`src/rtl/rr_mux_arbiter_pkg.sv`:
```
// Shared definitions for the round-robin byte mux front end: channel ids,
// channel count and the default byte width.
package rr_mux_arbiter_pkg;

  localparam int unsigned NUM_CH     = 4;
  localparam int unsigned DATA_W_DEF = 8;

  typedef logic [1:0] ch_id_t;

  localparam ch_id_t CH_A = 2'd0;
  localparam ch_id_t CH_B = 2'd1;
  localparam ch_id_t CH_C = 2'd2;
  localparam ch_id_t CH_D = 2'd3;

endpackage

```
`src/rtl/rr_mux_arbiter_if.sv`:
```
// Source-side valid/ready channels, mux select and registered output handshake
// of the round-robin arbiter.
interface rr_mux_arbiter_if #(
   parameter int unsigned DATA_W = 8
);
   logic [3:0]        req_valid;
   logic [3:0]        req_ready;
   logic [DATA_W-1:0] a_in;
   logic [DATA_W-1:0] b_in;
   logic [DATA_W-1:0] c_in;
   logic [DATA_W-1:0] d_in;
   logic [1:0]        sel_o;
   logic [DATA_W-1:0] out_data;
   logic              out_valid;
   logic              out_ready;
   logic [1:0]        grant_id;

   modport slave (
      input  req_valid, a_in, b_in, c_in, d_in, out_ready,
      output req_ready, sel_o, out_data, out_valid, grant_id
   );

   modport master (
      output req_valid, a_in, b_in, c_in, d_in, out_ready,
      input  req_ready, sel_o, out_data, out_valid, grant_id
   );
endinterface

```
`src/rtl/rr_mux_arbiter_mux4.sv`:
```
// Plain 4:1 byte mux selecting one of four channels by channel id.
module Mux4x1
   import rr_mux_arbiter_pkg::*;
#(
   parameter int unsigned DATA_W = DATA_W_DEF
) (
   input  logic [DATA_W-1:0] i_a,
   input  logic [DATA_W-1:0] i_b,
   input  logic [DATA_W-1:0] i_c,
   input  logic [DATA_W-1:0] i_d,
   input  ch_id_t            i_sel,
   output logic [DATA_W-1:0] o_y
);
   always_comb begin
      o_y = '0;
      unique case (i_sel)
         CH_A: o_y = i_a;
         CH_B: o_y = i_b;
         CH_C: o_y = i_c;
         CH_D: o_y = i_d;
      endcase
   end
endmodule

```
`src/rtl/rr_mux_arbiter.sv`:
```
// Round-robin arbiter with burst cap for four byte sources; drives the mux
// select and registers the selected byte into a one-entry output stage.
module rr_mux_arbiter
   import rr_mux_arbiter_pkg::*;
#(
   parameter int unsigned DATA_W    = DATA_W_DEF,
   parameter int unsigned BURST_LEN = 1
) (
   input  logic           clk,
   input  logic           rst,
   rr_mux_arbiter_if.slave bus
);
   localparam logic [3:0] BurstCap = 4'(BURST_LEN);

   // Returns {found, channel}; stays on ptr while a burst is open, else
   // scans ptr+1 .. ptr so ptr itself has lowest priority.
   function automatic logic [2:0] next_grant(input ch_id_t            ptr,
                                             input logic [3:0]        cnt,
                                             input logic [NUM_CH-1:0] valid);
      logic [2:0] res;
      ch_id_t     idx;
      res = 3'b000;
      if (cnt != 4'd0 && valid[ptr] && cnt < BurstCap) begin
         res = {1'b1, ptr};
      end else begin
         for (int k = 1; k <= 4; k++) begin
            idx = ptr + 2'(k);
            if (!res[2] && valid[idx]) res = {1'b1, idx};
         end
      end
      return res;
   endfunction

   logic              r_out_valid;
   logic [DATA_W-1:0] r_out_data;
   ch_id_t            r_grant_id;
   ch_id_t            r_ptr;
   logic [3:0]        r_burst_cnt;

   logic              w_load_ok;
   logic              w_grant;
   logic [2:0]        w_pick;
   ch_id_t            w_g;
   ch_id_t            w_sel;
   logic [DATA_W-1:0] w_mux;

   always_comb begin
      w_load_ok = ~r_out_valid | bus.out_ready;
      w_pick    = next_grant(r_ptr, r_burst_cnt, bus.req_valid);
      w_g       = w_pick[1:0];
      w_grant   = ~rst & w_load_ok & w_pick[2];
      // Hold select on the last winner when idle so the mux never glitches.
      w_sel     = w_grant ? w_g : r_grant_id;
   end

   Mux4x1 #(
      .DATA_W(DATA_W)
   ) u_mux (
      .i_a  (bus.a_in),
      .i_b  (bus.b_in),
      .i_c  (bus.c_in),
      .i_d  (bus.d_in),
      .i_sel(w_sel),
      .o_y  (w_mux)
   );

   always_ff @(posedge clk) begin
      if (rst) begin
         r_out_valid <= 1'b0;
         r_out_data  <= '0;
         r_grant_id  <= CH_A;
         r_ptr       <= CH_D;
         r_burst_cnt <= 4'd0;
      end else if (w_grant) begin
         r_out_valid <= 1'b1;
         r_out_data  <= w_mux;
         r_grant_id  <= w_g;
         if (w_g == r_ptr && r_burst_cnt != 4'd0) begin
            if (r_burst_cnt < BurstCap) r_burst_cnt <= r_burst_cnt + 4'd1;
         end else begin
            r_ptr       <= w_g;
            r_burst_cnt <= 4'd1;
         end
      end else if (r_out_valid && bus.out_ready) begin
         r_out_valid <= 1'b0;
      end
   end

   assign bus.req_ready = w_grant ? (4'b0001 << w_g) : 4'b0000;
   assign bus.sel_o     = w_sel;
   assign bus.out_data  = r_out_data;
   assign bus.out_valid = r_out_valid;
   assign bus.grant_id  = r_grant_id;
endmodule

```
`src/flat_wrapper.sv`:
```
// flat-port wrapper written by rule: the top's interface ports become plain ports
module rr_mux_arbiter_flat import rr_mux_arbiter_pkg::*;
#(
   parameter int unsigned DATA_W    = DATA_W_DEF,
   parameter int unsigned BURST_LEN = 1
)
  (clk, rst, bus_req_valid, bus_a_in, bus_b_in, bus_c_in, bus_d_in, bus_out_ready, bus_req_ready, bus_sel_o, bus_out_data, bus_out_valid, bus_grant_id);
  rr_mux_arbiter_if #(.DATA_W(DATA_W)) bus_i ();
  input  logic clk;
  input  logic rst;
  input wire logic [$bits(bus_i.req_valid)-1:0] bus_req_valid;
  input wire logic [$bits(bus_i.a_in)-1:0] bus_a_in;
  input wire logic [$bits(bus_i.b_in)-1:0] bus_b_in;
  input wire logic [$bits(bus_i.c_in)-1:0] bus_c_in;
  input wire logic [$bits(bus_i.d_in)-1:0] bus_d_in;
  input wire logic [$bits(bus_i.out_ready)-1:0] bus_out_ready;
  output wire logic [$bits(bus_i.req_ready)-1:0] bus_req_ready;
  output wire logic [$bits(bus_i.sel_o)-1:0] bus_sel_o;
  output wire logic [$bits(bus_i.out_data)-1:0] bus_out_data;
  output wire logic [$bits(bus_i.out_valid)-1:0] bus_out_valid;
  output wire logic [$bits(bus_i.grant_id)-1:0] bus_grant_id;
  assign bus_i.req_valid = bus_req_valid;
  assign bus_i.a_in = bus_a_in;
  assign bus_i.b_in = bus_b_in;
  assign bus_i.c_in = bus_c_in;
  assign bus_i.d_in = bus_d_in;
  assign bus_i.out_ready = bus_out_ready;
  assign bus_req_ready = bus_i.req_ready;
  assign bus_sel_o = bus_i.sel_o;
  assign bus_out_data = bus_i.out_data;
  assign bus_out_valid = bus_i.out_valid;
  assign bus_grant_id = bus_i.grant_id;
  rr_mux_arbiter #(.DATA_W(DATA_W), .BURST_LEN(BURST_LEN)) u_core (.clk(clk), .rst(rst), .bus(bus_i));
endmodule
```
`config.mk`:
```
export PLATFORM = sky130hd
export DESIGN_NAME = rr_mux_arbiter_flat
export DESIGN_NICKNAME = d
export VERILOG_FILES = /design/src/rtl/rr_mux_arbiter_pkg.sv /design/src/rtl/rr_mux_arbiter_if.sv /design/src/rtl/rr_mux_arbiter_mux4.sv /design/src/rtl/rr_mux_arbiter.sv /design/src/flat_wrapper.sv
export SDC_FILE = /design/constraint.sdc
export NUM_CORES = 1
export LEC_CHECK = 0
export CORE_MARGIN = 2
export CORE_UTILIZATION = 38
export DETAILED_ROUTE_END_ITERATION = 7
export GPL_TIMING_DRIVEN = 1
export PLACE_DENSITY = 0.76
export SKIP_LAST_GASP = 1
export SYNTH_ARGS = -nofsm -noshare
export SYNTH_HDL_FRONTEND = slang
export SYNTH_HIERARCHICAL = 1
export SYNTH_SLANG_ARGS = --single-unit
```
`constraint.sdc`:
```
create_clock -name clk -period 2.9 [get_ports clk]
set_clock_uncertainty 0.15 [all_clocks]
set_input_delay 0.435 -clock clk [delete_from_list [all_inputs] [get_ports clk]]
set_output_delay 0.435 -clock clk [all_outputs]
set_load 0.01 [all_outputs]
```
# Word-level counts from Yosys, hierarchy flattened
# Index checks and enable logic that the tools add are counted.
# classes
n_eq_ne	5
mux	23
shifts	1
addsub	4
n_lt_le_gt_ge	5
bitwise_logic	6
reduce_logical	15
# ops
operator	n
8-bit case mux with 4 select lines	1
3-bit 2-to-1 mux	8
2-bit by 3-bit less-than comparator with 1-bit output (second input constant)	4
4-bit 2-to-1 mux	3
1-bit binary-select mux with 2-bit select	4
1-bit logical AND	7
1-bit 2-to-1 mux	6
2-bit adder (second input constant)	2
4-bit by 1-bit adder with 4-bit output (second input constant)	1
2-bit == test (second input constant)	2
4-bit by 1-bit less-than comparator with 1-bit output (second input constant)	1
2-bit AND reduction	2
4-bit nonzero test	1
1-bit by 2-bit << shifter with 4-bit output (first input constant)	1
1-bit zero test	3
1-bit inverter	3
2-bit by 1-bit adder with 2-bit output (second input constant)	1
1-bit bitwise AND	2
2-bit by 1-bit == test with 1-bit output (second input constant)	1
2-bit == test	1
2-bit zero test	1
2-bit 2-to-1 mux	1
2-bit != test (second input constant)	1
2-bit nonzero test	1
1-bit OR	1
# word_totals
inputBits	39
ff_bits	17
wordCells	64
out_inout_bits	17

# Depth between registers and ports, before layout
# logic_depth
depth_word	21
ltp_mapped	12

# Hierarchy
# Netlist, hierarchy kept.
# by_module_without_submodules
module	area_each_um2	n_inst	cells_per_inst
rr_mux_arbiter	1118.6	1	139
Mux4x1	196.4	1	10

# Worst setup path after synthesis
# OpenSTA, ideal clock, no wires.
# synth_timing
path_type	input-to-reg
from	in bus_req_valid[3]
to	reg u_core.r_out_data[6], in the netlist u_core/bus.out_data[6]
arrival_time_ns	2.618
path_stages	10
required_ns	2.619
slack_ns	0.000
setup_time_ns	0.131
path_cell_list	clkbuf_1 nand2b_1 mux4_2 nand2_1 mux2i_1 a21oi_1 buf_6 mux4_2 nand2_1 o21ai_0
# synth_via
elab_chain_len	20
word_cells_on_any_way	31
cone_classes	eq/ne (3); mux (18); bitwise (1); reduce/logical (9)
# synth_lines
item	line_no	rtl
from (decl)	flat_wrapper.sv:11	input wire logic [$bits(bus_i.req_valid)-1:0] bus_req_valid;
1-bit binary-select mux with 2-bit select	rr_mux_arbiter.sv:28	if (!res[2] && valid[idx]) res = {1'b1, idx};
1-bit 2-to-1 mux (implied by the code)	rr_mux_arbiter.sv:28	
3-bit 2-to-1 mux	rr_mux_arbiter.sv:28	
3-bit 2-to-1 mux	rr_mux_arbiter.sv:23	if (cnt != 4'd0 && valid[ptr] && cnt < BurstCap) begin
1-bit zero test	rr_mux_arbiter.sv:28	
1-bit logical AND	rr_mux_arbiter.sv:28	
3-bit 2-to-1 mux	rr_mux_arbiter.sv:28	
3-bit 2-to-1 mux	rr_mux_arbiter.sv:23	
[... 6 more ...]	n/a	
3-bit 2-to-1 mux	rr_mux_arbiter.sv:28	
3-bit 2-to-1 mux (*)	rr_mux_arbiter.sv:23	
1-bit bitwise AND	rr_mux_arbiter.sv:51	w_grant = ~rst & w_load_ok & w_pick[2];
2-bit 2-to-1 mux (*)	rr_mux_arbiter.sv:53	w_sel = w_grant ? w_g : r_grant_id;
net bus_sel_o[0]	flat_wrapper.sv:18	output wire logic [$bits(bus_i.sel_o)-1:0] bus_sel_o;
2-bit == test (tied with other cells)	rr_mux_arbiter_mux4.sv:16	unique case (i_sel)
8-bit case mux with 4 select lines (*)	rr_mux_arbiter_mux4.sv:16	
net u_core.w_mux[6]	rr_mux_arbiter.sv:45	logic [DATA_W-1:0] w_mux;
to (signal assigned)	rr_mux_arbiter.sv:76	r_out_data <= w_mux;
to (decl)	rr_mux_arbiter.sv:35	logic [DATA_W-1:0] r_out_data;
# Mark *: on every way through the listed nets, which the timed path passes. The rest lies on a longest branch. The select of a mux whose other input is x is not followed.
# A chain may end at the register's enable or synchronous reset.

# Final worst setup path
# layout_timing
from	reg u_core.r_ptr[1]
to	out bus_req_ready[3]
# layout_via
elab_chain_len	19
word_cells_on_any_way	30
cone_classes	add/sub (3); shift (1); mux (17); bitwise (1); reduce/logical (8)
# layout_lines
item	line_no	rtl
from (decl)	rr_mux_arbiter.sv:37	ch_id_t r_ptr;
from (signal assigned)	rr_mux_arbiter.sv:81	r_ptr <= w_g;
2-bit by 1-bit adder with 2-bit output	rr_mux_arbiter.sv:27	idx = ptr + 2'(k);
1-bit binary-select mux with 2-bit select	rr_mux_arbiter.sv:28	
1-bit 2-to-1 mux (implied by the code)	rr_mux_arbiter.sv:28	
3-bit 2-to-1 mux	rr_mux_arbiter.sv:28	
3-bit 2-to-1 mux	rr_mux_arbiter.sv:23	
1-bit zero test	rr_mux_arbiter.sv:28	
1-bit logical AND	rr_mux_arbiter.sv:28	
3-bit 2-to-1 mux	rr_mux_arbiter.sv:28	
[... 3 more ...]	n/a	
3-bit 2-to-1 mux	rr_mux_arbiter.sv:28	
3-bit 2-to-1 mux	rr_mux_arbiter.sv:23	
1-bit zero test	rr_mux_arbiter.sv:28	
1-bit logical AND	rr_mux_arbiter.sv:28	
3-bit 2-to-1 mux	rr_mux_arbiter.sv:28	
3-bit 2-to-1 mux (*)	rr_mux_arbiter.sv:23	
1-bit by 2-bit << shifter with 4-bit output / 1-bit bitwise AND (equally long branches)	rr_mux_arbiter.sv:89, rr_mux_arbiter.sv:51	
4-bit 2-to-1 mux (*)	rr_mux_arbiter.sv:89	assign bus.req_ready = w_grant ? (4'b0001 << w_g) : 4'b0000;
to (decl)	flat_wrapper.sv:17	output wire logic [$bits(bus_i.req_ready)-1:0] bus_req_ready;
# Every way passes the cells marked *; elsewhere a longest branch is shown, timed or not. The select of a mux whose other input is x is not followed.

==> flow_summary.json <==
{
  "fmax_mhz": 347,
  "crit_buf_inv": 1,
  "syn-num-nets": 191,
  "place_area_mm2": 0.00211,
  "reg2reg_from": "u_core/r_ptr[1]$_SDFFE_PP1P_",
  "viasPerCell": 5.23,
  "run_status": "complete, no violations",
  "rsz0062_at_grt": "true",
  "synth-simple-area-share_pct": 24.4,
  "critPathSlowestCell": "or4_1",
  "drt_iter0_markers": 45,
  "synth_area_mm2": 0.00132,
  "htree_levels": 1,
  "required_ns": 2.32,
  "crit_chain": "or4_1 -> a2bb2oi_2 -> a21bo_1 -> a22o_1 -> or2_4 -> nor2_4 -> buf_6",
  "worst_pin_slew_ns": 0.567,
  "clkSinkCount": 17,
  "postCtsHoldBufs": 0,
  "place_congestion": 0.819,
  "fin_crit_sh_pct": 99.5,
  "drc": 0,
  "relSlewSlack_pct": 62.1,
  "syn_inst": 149,
  "fp-row-count": 21,
  "setup_violations": 0,
  "core-area_mm2": 0.00334,
  "yosysWarnings": 6,
  "synth_flop_cell": "dfxtp_1",
  "first_global_vias": 1519,
  "path_class": "flip-flop to output pin",
  "synth_edf_count": 0,
  "track_usage_pct": 20.6,
  "hold_viol": 0,
  "reg2reg_slack_ns": 0.12,
  "slew_violations": 0,
  "vdd_drop_max_uv": 206,
  "first_pass_iters": 4,
  "p_leak_uw": 0.000912,
  "grt_antenna_before_repair": 0,
  "r2r-end": "u_core/bus.out_data[6]$_SDFFE_PP0P_",
  "cap_violations": 0,
  "die_area_mm2": 0.00395,
  "cts_max_path_buffers": 2,
  "yosysSeqAreaShare_pct": 25.9,
  "areaGrowthSynthToFinish_pct": 72.1,
  "fill_cells": 273,
  "critPathMaxStageDelay_ns": 0.53,
  "wl_per_cell_um": 14.7,
  "synth_xor_area_share_pct": 0,
  "pin_count": 56,
  "floorplan.initialDensity_pct": 39.4,
  "fin_nets": 277,
  "postSynthAreaPerCell_um2": 8.83,
  "die_y_um": 62.8,
  "reg2regPathDepth": 10,
  "die_width_um": 62.8,
  "clk_pin_slew_ns": 0.11,
  "place_hpwl_um": 3090,
  "grt_pass1_wl_um": 6560,
  "synth-seq-cells": 17,
  "min_to": "u_core/bus.out_data[2]$_SDFFE_PP0P_",
  "numCtsBuffers": 3,
  "hp-start": "u_core/bus.out_data[2]$_SDFFE_PP0P_",
  "synth_cell_type_count": 43,
  "final_area_mm2": 0.00226,
  "p_per_area_mw_per_mm2": 384,
  "root_buffer": "clkbuf_4",
  "async_reset_ff_share_pct": 0,
  "critPathCaptureType": "output pin",
  "ant_nets": 0,
  "drt_wl_total_um": 4110,
  "overflow": 0,
  "cp.arrival_ns": 2.30,
  "min_path_type": "flip-flop to flip-flop",
  "synth_compound_gate_area_share_pct": 20.6,
  "synthAdderAreaFrac_pct": 2.85,
  "path_max_fanout": 4,
  "dp_slack_ns": -0.613,
  "clk_latency_ns": 0.29,
  "cp-start-kind": "flip-flop",
  "vias": 1465,
  "fin_crit_ns": 2.89,
  "grt_max_degree": 18,
  "synthMuxAreaShare_pct": 20.3,
  "cts_tree": "yes",
  "numPortBuffers": 55,
  "min_path_cells": 2,
  "drive_gt1_share_pct": 35.0,
  "cpLargestDelayFamily": "simple AND/OR/NAND/NOR gates",
  "worst_slack_ns": 0.0144,
  "synth_top_family_by_area": "simple AND/OR/NAND/NOR gates",
  "diodes": 0,
  "utilization_pct": 67.8
}
[through the flow]
step                 TNS (ns)  cells  power [uW]  hold slack, ns
floorplan                   0    149         502           0.343
global placement        -5.54    270         692           0.308
detailed placement      -6.32    270         704           0.318
CTS                 -0.000932    276         839           0.338
global route           -0.239    280         922           0.369
finish                      0    280         869           0.338
[registers in the layout, indices dropped and copies added (netlist names)]
register / flops
u_core/bus.grant_id: 2
u_core/r_burst_cnt: 4
u_core/bus.out_valid: 1
u_core/bus.out_data: 8
u_core/r_ptr: 2
[final cells by class]
type | count | area [um^2] | area share (%)
timing repair buffer | 94 | 835 | 36.9
sequential | 17 | 344 | 15.2
clock buffer | 3 | 22.5 | 0.995
inverter | 4 | 17.5 | 0.774
tap | 46 | 57.6 | 2.54
multi-input combinational | 115 | 982 | 43.4
clock inverter | 1 | 5.00 | 0.221
[per-layer routing]
metal / up-vias / global-route usage (%) / wire [um]
met4: 0 / 4.72 / 23
met5: - / 0 / 0
met2: 49 / 39.2 / 2250
met1: 692 / 23.6 / 1640
met3: 2 / 3.60 / 198
li1: 722 / - / -
[power by group]
part,internal [uW],total (uW),switching [uW]
clock,51.2,129,77.9
sequential,261,277,15.8
combinational,265,463,198
[worst max path at each step]
stage                                                  start                                   to  slack (ns)  cells after the start
after floorplan                             bus_req_valid[3]  u_core/bus.out_data[6]$_SDFFE_PP0P_     0.00006                     10
after global placement                      bus_req_valid[3]                     bus_req_ready[3]       -0.55                      8
after detailed placement                    bus_req_valid[3]                     bus_req_ready[3]       -0.61                      8
after CTS                 u_core/r_burst_cnt[0]$_SDFFE_PP0P_                     bus_req_ready[3]     -0.0009                     10
after global routing      u_core/r_burst_cnt[1]$_SDFFE_PP0P_                     bus_req_ready[3]       -0.07                     10
final                           u_core/r_ptr[1]$_SDFFE_PP1P_                     bus_req_ready[3]        0.01                      7
[kinds of logic (layout without fill, tap and decap cells)]
kind of cell	Yosys count	after routing
flip-flops	17	17
AO/OA/AOI/OAI	37	37
buffers and inverters	17	102
AND/OR/NAND/NOR	61	61
multiplexers	14	14
adder cells (fa/ha/maj)	3	3
[cells in the mapped netlist, drive strengths merged, types with 2 or more instances]
| cell | number | area [um^2] |
|---|---|---|
| buf | 3 | 26.3 |
| nor2b | 3 | 18.8 |
| a21oi | 3 | 15.0 |
| o211ai | 2 | 20.0 |
| clkbuf | 10 | 38.8 |
| nand2 | 17 | 63.8 |
| inv | 4 | 15.0 |
| nor3 | 2 | 10.0 |
| or2 | 3 | 18.8 |
| nand2b | 13 | 81.3 |
| ha | 3 | 37.5 |
| mux2i | 3 | 30.0 |
| mux4 | 10 | 225 |
| nor4b | 2 | 17.5 |
| a221o | 3 | 30.0 |
| a31oi | 3 | 18.8 |
| nor2 | 11 | 41.3 |
| o21ai | 13 | 68.8 |
| nor3b | 3 | 22.5 |
| a21o | 2 | 15.0 |
| nor4 | 2 | 12.5 |
| a211oi | 3 | 35.0 |
| dfxtp | 17 | 340 |
[layout by cell type (no fill, tap or decap), drive strengths merged, types with 2 or more instances in the layout]
master and count:
inv 4, clkdlybuf4s50 45, nand2b 13, ha 3, mux4 10, a31oi 3
dfxtp 17, mux2i 3, dlygate4sd2 4, clkbuf 4, nor2b 3, buf 43
a21oi 3, or2 3, nor4b 2, nand2 17, nor2 11, nor4 2
a221o 3, o211ai 2, a211oi 3, nor3 2, nor3b 3, o21ai 13
a21o 2
[repair_timing]
action	CTS	global route
setup endpoints to repair	14	14
buffers inserted	2	3
pin swaps	5	6
gates cloned	0	1
gates resized for setup	38	17
[worst reg2reg max path: stages, from the launching register on]
cell	delay, ns
dfxtp_2	0.34
or4_1	0.53
a2bb2oi_2	0.15
a21bo_1	0.22
a22o_1	0.27
or2_4	0.27
nand2_2	0.09
buf_4	0.17
mux4_2	0.30
nand2_1	0.07
o21ai_0	0.10
No activity file was read; power rests on OpenSTA's default activity.
